$ cat src/rtl/cp0_pkg.sv
// Shared CP0 constants: register numbers, exception codes, handler vector and
// SR/Cause field positions.
package cp0_pkg;

  localparam logic [4:0] REG_SR    = 5'd12;
  localparam logic [4:0] REG_CAUSE = 5'd13;
  localparam logic [4:0] REG_EPC   = 5'd14;
  localparam logic [4:0] REG_PRID  = 5'd15;

  localparam logic [4:0] EXC_INT  = 5'd0;
  localparam logic [4:0] EXC_ADEL = 5'd4;
  localparam logic [4:0] EXC_ADES = 5'd5;
  localparam logic [4:0] EXC_RI   = 5'd10;
  localparam logic [4:0] EXC_OV   = 5'd12;

  localparam logic [31:0] HANDLER_ADDR = 32'h0000_4180;
  localparam logic [31:0] EPC_MASK     = 32'hFFFF_FFFC;

  localparam int SR_IM_LSB     = 10;
  localparam int SR_EXL        = 1;
  localparam int SR_IE         = 0;
  localparam int CAUSE_BD      = 31;
  localparam int CAUSE_IP_LSB  = 10;
  localparam int CAUSE_EXC_LSB = 2;

endpackage

$ cat src/rtl/cp0_if.sv
// M-stage <-> CP0 signal bundle. master = pipeline side, slave = CP0.
interface cp0_if;
  logic [31:0] PC;
  logic        BD;
  logic        ExcGet;
  logic [4:0]  ExcCode;
  logic [5:0]  HWInt;
  logic [4:0]  A1;
  logic [4:0]  A2;
  logic [31:0] DIn;
  logic        WE;
  logic        EXLClr;
  logic [31:0] DOut;
  logic [31:0] EPCOut;
  logic        IntReq;

  modport master (
    output PC, BD, ExcGet, ExcCode, HWInt, A1, A2, DIn, WE, EXLClr,
    input  DOut, EPCOut, IntReq
  );

  modport slave (
    input  PC, BD, ExcGet, ExcCode, HWInt, A1, A2, DIn, WE, EXLClr,
    output DOut, EPCOut, IntReq
  );
endinterface

$ cat src/rtl/cp0.sv
// Coprocessor 0: SR/Cause/EPC/PrID, trap decision and mfc0/mtc0/eret service.
// Optional macro CP0_BD_EN: track branch-delay slots in Cause.BD and EPC.
module cp0
  import cp0_pkg::*;
#(
  parameter logic [31:0] PRID = 32'h0000_4C32
) (
  input logic clk,
  input logic reset,
  cp0_if.slave bus
);

  logic [5:0]  srIm;
  logic        srExl;
  logic        srIe;
  logic [5:0]  causeIp;
  logic [4:0]  causeExc;
  logic        causeBd;
  logic [31:0] epc;

  logic        intPend;
  logic        excPend;
  logic        trap;
  logic [31:0] trapPc;

  assign intPend = srIe & ~srExl & (|(bus.HWInt & srIm));
  assign excPend = bus.ExcGet & ~srExl;
  assign trap    = intPend | excPend;

`ifdef CP0_BD_EN
  // A delay-slot fault must restart at the branch so the branch re-executes.
  assign trapPc = bus.BD ? (bus.PC - 32'd4) : bus.PC;
`else
  logic unusedBd;
  assign unusedBd = bus.BD;
  assign trapPc   = bus.PC;
  assign causeBd  = 1'b0;
`endif

  // NOTE: state uses non-blocking assignments so every register samples the
  // pre-edge values; a trap takes precedence over mtc0/eret in the same cycle.
  always_ff @(posedge clk) begin
    if (reset) begin
      srIm     <= '0;
      srExl    <= 1'b0;
      srIe     <= 1'b0;
      causeIp  <= '0;
      causeExc <= '0;
`ifdef CP0_BD_EN
      causeBd  <= 1'b0;
`endif
      epc      <= '0;
    end else begin
      causeIp <= bus.HWInt;
      if (trap) begin
        srExl    <= 1'b1;
        causeExc <= intPend ? EXC_INT : bus.ExcCode;
`ifdef CP0_BD_EN
        causeBd  <= bus.BD;
`endif
        epc      <= trapPc & EPC_MASK;
      end else begin
        if (bus.WE) begin
          case (bus.A2)
            REG_SR: begin
              srIm  <= bus.DIn[SR_IM_LSB +: 6];
              srExl <= bus.DIn[SR_EXL];
              srIe  <= bus.DIn[SR_IE];
            end
            REG_EPC: epc <= bus.DIn & EPC_MASK;
            default: ;
          endcase
        end
        if (bus.EXLClr) srExl <= 1'b0;
      end
    end
  end

  // NOTE: every combinational output gets a default first so no latch is inferred.
  always_comb begin
    bus.DOut = '0;
    case (bus.A1)
      REG_SR: begin
        bus.DOut[SR_IM_LSB +: 6] = srIm;
        bus.DOut[SR_EXL]         = srExl;
        bus.DOut[SR_IE]          = srIe;
      end
      REG_CAUSE: begin
        bus.DOut[CAUSE_BD]             = causeBd;
        bus.DOut[CAUSE_IP_LSB +: 6]    = causeIp;
        bus.DOut[CAUSE_EXC_LSB +: 5]   = causeExc;
      end
      REG_EPC:  bus.DOut = epc;
      REG_PRID: bus.DOut = PRID;
      default:  bus.DOut = '0;
    endcase
  end

  assign bus.EPCOut = epc;
  assign bus.IntReq = trap;

endmodule

$ cat src/flat_wrapper.sv
// flat-port wrapper written by rule: the top's interface ports become plain ports
module cp0_flat import cp0_pkg::*;
#(
  parameter logic [31:0] PRID = 32'h0000_4C32
)
  (clk, reset, bus_PC, bus_BD, bus_ExcGet, bus_ExcCode, bus_HWInt, bus_A1, bus_A2, bus_DIn, bus_WE, bus_EXLClr, bus_DOut, bus_EPCOut, bus_IntReq);
  cp0_if bus_i ();
  input logic clk;
  input logic reset;
  input wire logic [$bits(bus_i.PC)-1:0] bus_PC;
  input wire logic [$bits(bus_i.BD)-1:0] bus_BD;
  input wire logic [$bits(bus_i.ExcGet)-1:0] bus_ExcGet;
  input wire logic [$bits(bus_i.ExcCode)-1:0] bus_ExcCode;
  input wire logic [$bits(bus_i.HWInt)-1:0] bus_HWInt;
  input wire logic [$bits(bus_i.A1)-1:0] bus_A1;
  input wire logic [$bits(bus_i.A2)-1:0] bus_A2;
  input wire logic [$bits(bus_i.DIn)-1:0] bus_DIn;
  input wire logic [$bits(bus_i.WE)-1:0] bus_WE;
  input wire logic [$bits(bus_i.EXLClr)-1:0] bus_EXLClr;
  output wire logic [$bits(bus_i.DOut)-1:0] bus_DOut;
  output wire logic [$bits(bus_i.EPCOut)-1:0] bus_EPCOut;
  output wire logic [$bits(bus_i.IntReq)-1:0] bus_IntReq;
  assign bus_i.PC = bus_PC;
  assign bus_i.BD = bus_BD;
  assign bus_i.ExcGet = bus_ExcGet;
  assign bus_i.ExcCode = bus_ExcCode;
  assign bus_i.HWInt = bus_HWInt;
  assign bus_i.A1 = bus_A1;
  assign bus_i.A2 = bus_A2;
  assign bus_i.DIn = bus_DIn;
  assign bus_i.WE = bus_WE;
  assign bus_i.EXLClr = bus_EXLClr;
  assign bus_DOut = bus_i.DOut;
  assign bus_EPCOut = bus_i.EPCOut;
  assign bus_IntReq = bus_i.IntReq;
  cp0 #(.PRID(PRID)) u_core (.clk(clk), .reset(reset), .bus(bus_i));
endmodule
$ cat config.mk
export PLATFORM = sky130hd
export DESIGN_NAME = cp0_flat
export DESIGN_NICKNAME = d
export VERILOG_FILES = /design/src/rtl/cp0_pkg.sv /design/src/rtl/cp0_if.sv /design/src/rtl/cp0.sv /design/src/flat_wrapper.sv
export SDC_FILE = /design/constraint.sdc
export NUM_CORES = 1
export LEC_CHECK = 0
export BUFFER_PORTS_ARGS = -buffer_cell sky130_fd_sc_hd__clkbuf_2
export CORE_MARGIN = 2
export CORE_UTILIZATION = 44
export DETAILED_ROUTE_END_ITERATION = 8
export PLACE_DENSITY = 0.92
export SETUP_SLACK_MARGIN = 0.05
export SLEW_MARGIN = 20
export SYNTH_ARGS = -nofsm -noshare
export SYNTH_HDL_FRONTEND = slang
export SYNTH_SLANG_ARGS = --single-unit
$ cat constraint.sdc
create_clock -name clk -period 1.9 [get_ports clk]
set_input_delay 0 -clock clk [delete_from_list [all_inputs] [get_ports clk]]
set_output_delay 0 -clock clk [all_outputs]
set_load 0.01 [all_outputs]
==> summary.md, run 1 <==
| Metric | Value |
|---|---|
| Crit start category | `primary input` |
| WP buf/inv | `5` |
| Starting Density | `45.3%` |
| Num ports | `156` |
| Max Cap Viol | `0` |
| Die ar. | `6740 sq um` |
| Vias/cell | `5.09` |
| Sw Pwr | `0.612 mW` |
| WHS Path Cells | `3` |
| Core footprint | `5920 sq um` |
| Syn Inst Count | `281` |
| Critical-path top delay cell | `dlygate4sd3_1` |
| Status | `finished clean` |
| Nets | `549` |
| P_int | `1.60 mW` |
| Cell variety after synth | `33` |
| CTS Root Cell | `clkbuf_8` |
| Reg2Reg Setup Slack | `330 ps` |
| Clock Latency Late Sink | `290 ps` |
| Finished Layout Cells | `532` |
| Reg2reg start | `u_core.srIm[0]` |
| CP required | `1900 ps` |
| Final-report max-slew violation count | `0` |
| Worst Clk Skew | `4.66 ps` |
| Sequential cell area | `981 sq um` |
| Hold Startpoint | `bus_PC[27]` |
| DR iter-0 viols | `107` |
| All-layer global routing usage | `22.7%` |
| Multi-input gate area | `1560 sq um` |
| Mapped Area | `2680 sq um` |
| Reg power frac | `51.6%` |
| Synth-to-layout area growth | `44.9%` |
| CP startpoint | `bus_HWInt[1]` |
| Cells along the critical path | `dlygate4sd3_1 > clkbuf_2 > a22oi_1 > a41o_2 > buf_4 > inv_1 > clkbuf_2` |
| IO Port Bufs | `150` |
| Peak VDD IR | `0.281 mV` |
| RSZ-0062 raised after global routing | `false` |
| Top delay family on crit path | `buffers and inverters` |
| CP Data Arrival Time | `1720 ps` |
| Final setup fails | `0` |
| Final hold viol count | `0` |
| Largest cells by area after synthesis | `dfxtp_1 (37%), mux2i_1 (15%), a211oi_2 (14%), nor2_1 (6.7%), and2_1 (4.7%)` |
| Final period util | `90.5%` |
| Routed WL | `7650 um` |
| CTS tree | `done` |
| HPWL after DPL | `5510 um` |
| Worst hold endpoint | `u_core.bus.EPCOut[27]` |
| GRT overflow | `0` |
| DRC | `0` |
| Sw Share | `27.7%` |
| Static Leakage | `1.74 nW` |
| Clk network pwr share | `25.7%` |
| Synthesized flop and latch total | `49` |
| Vias in the first global route | `2,687` |
| Largest net degree at the start of global routing | `37` |
| YS warnings | `0` |
| Min Hold Slack | `3.52 ps` |
| Setup TNS | `0 ps` |
| Crit end category | `primary output` |
| R2R Path End | `u_core.bus.EPCOut[2]` |
| Post-route core utilization | `65.7%` |
| Die Ht | `82.1 um` |
| Fin crit period | `1720 ps` |
| Synth area leader | `dfxtp_1` |
| Max Clock Freq | `0.582 GHz` |
| Via count | `2,709` |
| Crit-path max FO | `31` |
| Clk slew on worst S/H paths | `80 ps` |
| Crit path top cell by count | `clkbuf_2` |
| Antenna viol nets, final | `0` |
| Slew headroom | `43.5%` |
| Fillers | `497` |
| Final GP Congestion | `0.802` |
| Die X | `82.1 um` |
| Combinational fraction of design power | `22.7%` |
| Area after DPL | `3470 sq um` |
| Initial antenna violation count | `0` |
| R2R cell count | `5` |
| Cts bufs inserted | `5` |
| Worst min-delay path class | `primary input to flip-flop` |
| CTS Sinks | `49` |
| Final instance area | `3890 sq um` |
| Share of cells above drive strength 1 | `44.4%` |
| Avg Synthesized Cell Area | `9.55 sq um` |
| Slew @ Worst Pin | `848 ps` |
| Share of the synthesized area in the top cell type | `36.6%` |
| Setup CP Type | `primary input to primary output` |
| WL per Instance | `14.4 um` |
| First-pass GRT wire length | `12,000 um` |
| Number of diodes | `0` |
| Num rows | `28` |
| Max H-tree Level | `2` |
| Cts repair resizes | `0` |
| Clock Tree Buf Depth | `2` |
| CP max stage delay | `540 ps` |
| Inst Count DP | `492` |
| Post-synthesis sequential area ratio | `36.6%` |
| TritonRoute pass-1 iters | `4` |
| Pwr dens | `568 nW/um^2` |
## logic make-up after synthesis
group | synth area share (%)
simple gates | 21.6
compound gates | 20.3
flops | 36.6
buf+inv | 5.59
mux | 15.8
other cells | 0.140
## per-stage QoR
step	worst slack, ps	power (mW)
global route	84.7	2.31
detailed placement	306	1.60
CTS	160	2.22
finish	181	2.21
floorplan	556	1.41
global placement	382	1.59
## layer usage
metal	track usage [%]	up-vias	routed length (um)	part of all wire [%]
met5	0	-	0	0
li1	-	1341	-	-
met1	25.5	1242	3050	40
met4	6.83	0	105	1.4
met2	42.8	112	3970	52
met3	4.78	14	516	6.7
## worst max-delay path by stage
stage | end | slack [ps] | cells past startpoint
final | bus_IntReq | 180 | 7
after floorplan | u_core.bus.EPCOut[26] | 560 | 6
after global placement | u_core.bus.EPCOut[4] | 380 | 5
after CTS | bus_IntReq | 160 | 7
after detailed placement | u_core.bus.EPCOut[2] | 310 | 5
after global routing | bus_IntReq | 80 | 7
## cells in the mapped netlist, drive strengths merged
cell and instances:
and2 20, conb 1, inv 3, mux2 3
nor2b 9, buf 16, nand3b 1, a21oi 7
clkbuf 8, dfxtp 49, o21bai 1, nand3 1
mux2i 39, a22oi 6, nor3 1, nor4b 1
nand2 3, a31o 1, o21ai 9, o22ai 3
nand4b 8, a41o 1, nand2b 8, nor2 48
nor3b 1, a211oi 30, and2b 2, or3 1
## cell usage in the layout (no fill, tap or decap), types with 2 or more instances in the layout
master	Yosys	final
dlygate4sd3_1	0	34
and2_1	20	20
nor2b_1	9	9
inv_1	3	3
nand2b_1	8	8
o21ai_1	7	7
a22oi_1	6	6
o21ai_0	2	2
o22ai_1	3	3
nand4b_1	7	7
mux2_2	3	3
buf_4	2	8
nor2_1	48	48
a211oi_2	30	30
dfxtp_1	49	49
clkbuf_8	0	5
clkbuf_2	0	150
a21oi_1	7	7
conb_1	1	2
nand2_1	3	3
mux2i_1	39	39
and2b_1	2	2
## worst reg2reg max path: stages, from the launching register on
cell and delay (ps):
dfxtp_1 340, a22oi_1 220, a41o_2 260, buf_4 350, nor2_1 120, a211oi_2 190
## power groups by stage
stage | clock network [mW] | logic [mW] | registers [mW]
2_1_floorplan | 0 | 0.238 | 1.17
3_3_place_gp | 0 | 0.431 | 1.16
3_5_place_dp | 0 | 0.443 | 1.16
4_1_cts | 0.582 | 0.500 | 1.14
5_1_grt | 0.610 | 0.548 | 1.15
6_report | 0.567 | 0.502 | 1.14
## layout make-up
class / count / area share (%)
inverter: 3 / 0.290
multi-input combinational: 206 / 40.1
tap: 75 / 2.41
timing repair buffer: 193 / 30.1
clock buffer: 5 / 1.77
clock inverter: 1 / 0.129
sequential: 49 / 25.2
## state kept, by name, summed over array words and instances (netlist names)
name,flops
u_core.bus.EPCOut,30
u_core.causeIp,6
u_core.srIm,6
u_core.causeExc,5
u_core.srExl,1
u_core.srIe,1
## repair_timing
item	CTS	global route
endpoints found under the setup margin	0	0
hold buffers	34	0
setup buffers	0	0
endpoints found under the hold margin	34	0
Note: power is estimated with default switching activity, not from simulation.
==> run 2: changes to the inputs <==
--- a/config.mk
+++ b/config.mk
@@ -7,9 +7,10 @@
 export LEC_CHECK = 0
 export BUFFER_PORTS_ARGS = -buffer_cell sky130_fd_sc_hd__clkbuf_2
 export CORE_MARGIN = 2
-export CORE_UTILIZATION = 44
+export CORE_UTILIZATION = 45
+export CTS_BUF_LIST = sky130_fd_sc_hd__clkbuf_8
 export DETAILED_ROUTE_END_ITERATION = 8
-export PLACE_DENSITY = 0.92
+export PLACE_DENSITY = 0.94
 export SETUP_SLACK_MARGIN = 0.05
 export SLEW_MARGIN = 20
 export SYNTH_ARGS = -nofsm -noshare
==> run 2 against run 1 <==
Sequential power hardly changed. Final area is 1.4% higher. First-iteration DRC count is 79% higher. Global-route usage is 1.1 points higher. Critical path depth stayed put. Utilization is 1.7 points higher. Clock skew is 1.9 ps higher. Worst hold slack better by 1.0 ps. Critical path type unchanged.
==> summary.md, run 2 (synthesis results as in run 1) <==
| Metric | Value |
|---|---|
| Num ports | `156 (unchanged)` |
| Most frequent cells in the layout | `clkbuf_2 (150), dfxtp_1 (49), nor2_1 (48)` |
| Crit end category | `primary output` |
| Critical-path top delay cell | `dlygate4sd3_1` |
| GRT overflow | `0 (unchanged)` |
| Vias/cell | `5.13 (+0.74%)` |
| Clk network pwr share | `34.4% (+8.7 points)` |
| Core footprint | `5850 sq um (-1.2%)` |
| RSZ-0062 raised after global routing | `false` |
| Worst min-delay path class | `primary input to flip-flop` |
| CP Data Arrival Time | `1730 ps (about the same)` |
| Inst Count DP | `490 (-0.41%)` |
| Final setup fails | `0 (unchanged)` |
| Largest net degree at the start of global routing | `42 (+14%)` |
| Sw Pwr | `0.640 mW (+4.5%)` |
| Number of diodes | `0 (unchanged)` |
| Num rows | `28 (unchanged)` |
| Status | `finished clean` |
| Hold Startpoint | `bus_PC[6]` |
| Die Ht | `81.2 um (-1.1%)` |
| Crit-path max FO | `26 (-16%)` |
| CP startpoint | `bus_HWInt[0]` |
| Clock Latency Late Sink | `300 ps (about the same)` |
| CTS Root Cell | `clkbuf_8` |
| CP required | `1900 ps (about the same)` |
| All-layer global routing usage | `23.9% (+1.1 points)` |
| Cells along the critical path | `dlygate4sd3_1 > clkbuf_2 > a22oi_1 > a41o_2 > buf_6 > inv_1 > clkbuf_2` |
| Final hold viol count | `0 (unchanged)` |
| DRC | `0 (unchanged)` |
| Clk slew on worst S/H paths | `80 ps (about the same)` |
| Sw Share | `25.4% (-2.3 points)` |
| Finished Layout Cells | `532 (unchanged)` |
| WL per Instance | `15.4 um (+6.9%)` |
| Synth-to-layout area growth | `46.9%` |
| Nets | `547 (-0.36%)` |
| Fin crit period | `1730 ps (+10.7 ps)` |
| Crit path top cell by count | `clkbuf_2` |
| Max reg flops | `30 (unchanged)` |
| Post-route core utilization | `67.4% (+1.7 points)` |
| Combinational fraction of design power | `20.4% (-2.3 points)` |
| Final period util | `91.0% (+0.56 points)` |
| Min Hold Slack | `4.53 ps (+1.01 ps)` |
| CTS Sinks | `49 (unchanged)` |
| Multi-input gate area | `1560 sq um (unchanged)` |
| Static Leakage | `1.77 nW (+1.4%)` |
| Final-report max-slew violation count | `0 (unchanged)` |
| Antenna viol nets, final | `0 (unchanged)` |
| Peak VDD IR | `0.382 mV (+36%)` |
| P_int | `1.88 mW (+18%)` |
| CP max stage delay | `550 ps (about the same)` |
| Cts bufs inserted | `5 (unchanged)` |
| Die ar. | `6600 sq um (-2.1%)` |
| Slew @ Worst Pin | `613 ps (-235 ps)` |
| Top delay family on crit path | `buffers and inverters` |
| Max Cap Viol | `0 (unchanged)` |
| Final GP Congestion | `0.835 (+4.0%)` |
| CTS tree | `done` |
| Die X | `81.2 um (-1.1%)` |
| Reg2reg start | `u_core.srIm[0]` |
| Max H-tree Level | `2 (unchanged)` |
| First-pass GRT wire length | `12,200 um (+2.5%)` |
| Pwr dens | `638 nW/um^2 (+12%)` |
| Vias in the first global route | `2,622 (-2.4%)` |
| TritonRoute pass-1 iters | `4 (unchanged)` |
| Starting Density | `45.9% (+0.54 points)` |
| DR iter-0 viols | `192 (+79%)` |
| Clock Tree Buf Depth | `2 (unchanged)` |
| WP buf/inv | `5 (unchanged)` |
| Setup CP Type | `primary input to primary output` |
| Crit start category | `primary input` |
| Max Clock Freq | `0.578 GHz (-0.62%)` |
| Most common cell after layout, fill and taps aside | `clkbuf_2` |
| Setup TNS | `0 ps (unchanged)` |
| Sequential cell area | `981 sq um (unchanged)` |
| Worst Clk Skew | `6.58 ps (+1.92 ps)` |
| Slew headroom | `59.1% (+16 points)` |
| IO Port Bufs | `150 (unchanged)` |
| Reg power frac | `45.2% (-6.4 points)` |
| HPWL after DPL | `5730 um (+4.1%)` |
| Share of cells above drive strength 1 | `45.1% (+0.66 points)` |
| Initial antenna violation count | `0 (unchanged)` |
| Routed WL | `8180 um (+6.9%)` |
| Via count | `2,729 (+0.74%)` |
| Fillers | `464 (-6.6%)` |
[run 2: changes by cell type in the layout (fill, tap and decap cells not counted), sizes merged]
cell	delta
buf	+1
bufinv	+2
dlygate4sd3	-3
[run 2: final cells by class]
cell class / instances / area share, %
clock buffers: 5 / 1.75
clock inverters: 3 / 1.65
inverters: 3 / 0.286
multi-input cells: 206 / 39.5
flip-flops and latches: 49 / 24.9
well taps: 75 / 2.38
repair buffers: 191 / 29.5
[run 2: worst register-to-register path, cell delays in order, from the launching register on]
cell	delay (ps)
dfxtp_1	340
a22oi_1	300
a41o_2	300
buf_4	140
buf_12	220
nor2_1	110
a211oi_2	200
[run 2: worst paths after layout]
kind | end | slack [ps] | cells after the start
hold / removal | u_core.bus.EPCOut[6] | 5 | 3
setup reg to reg | u_core.bus.EPCOut[10] | 230 | 6
hold reg to reg | u_core.srIm[5] | 490 | 2
setup / recovery | bus_IntReq | 170 | 7
[run 2: metrics by stage]
step	power [mW]	instance area [sq um]	setup WS, ps
after floorplan	1.41	2690	556
after global placement	1.59	3470	360
after detailed placement	1.61	3470	214
after CTS	2.52	3900	92.4
after global routing	2.64	3940	117
final	2.52	3940	170
[run 2: layer usage]
| metal | GRT usage (%) | share of wire, % | wire [um] |
|---|---|---|---|
| met1 | 26.7 | 38 | 3110 |
| met3 | 5.33 | 5.7 | 470 |
| met5 | 0 | 0 | 0 |
| met2 | 44.0 | 54 | 4450 |
| met4 | 8.64 | 1.8 | 151 |
[run 2: repair_timing]
action,4_1_cts,5_1_grt
endpoints found under the setup margin,0,1
hold buffers,29,2
hold endpoints to repair,29,2
setup buffers,0,3
gates resized for setup,0,1
[run 2: power by group through the flow]
stage | sequential, mW | combinational, mW | clock, mW
floorplan | 1.17 | 0.238 | 0
global placement | 1.16 | 0.430 | 0
detailed placement | 1.16 | 0.449 | 0
CTS | 1.14 | 0.496 | 0.883
global route | 1.15 | 0.553 | 0.942
finish | 1.14 | 0.513 | 0.866
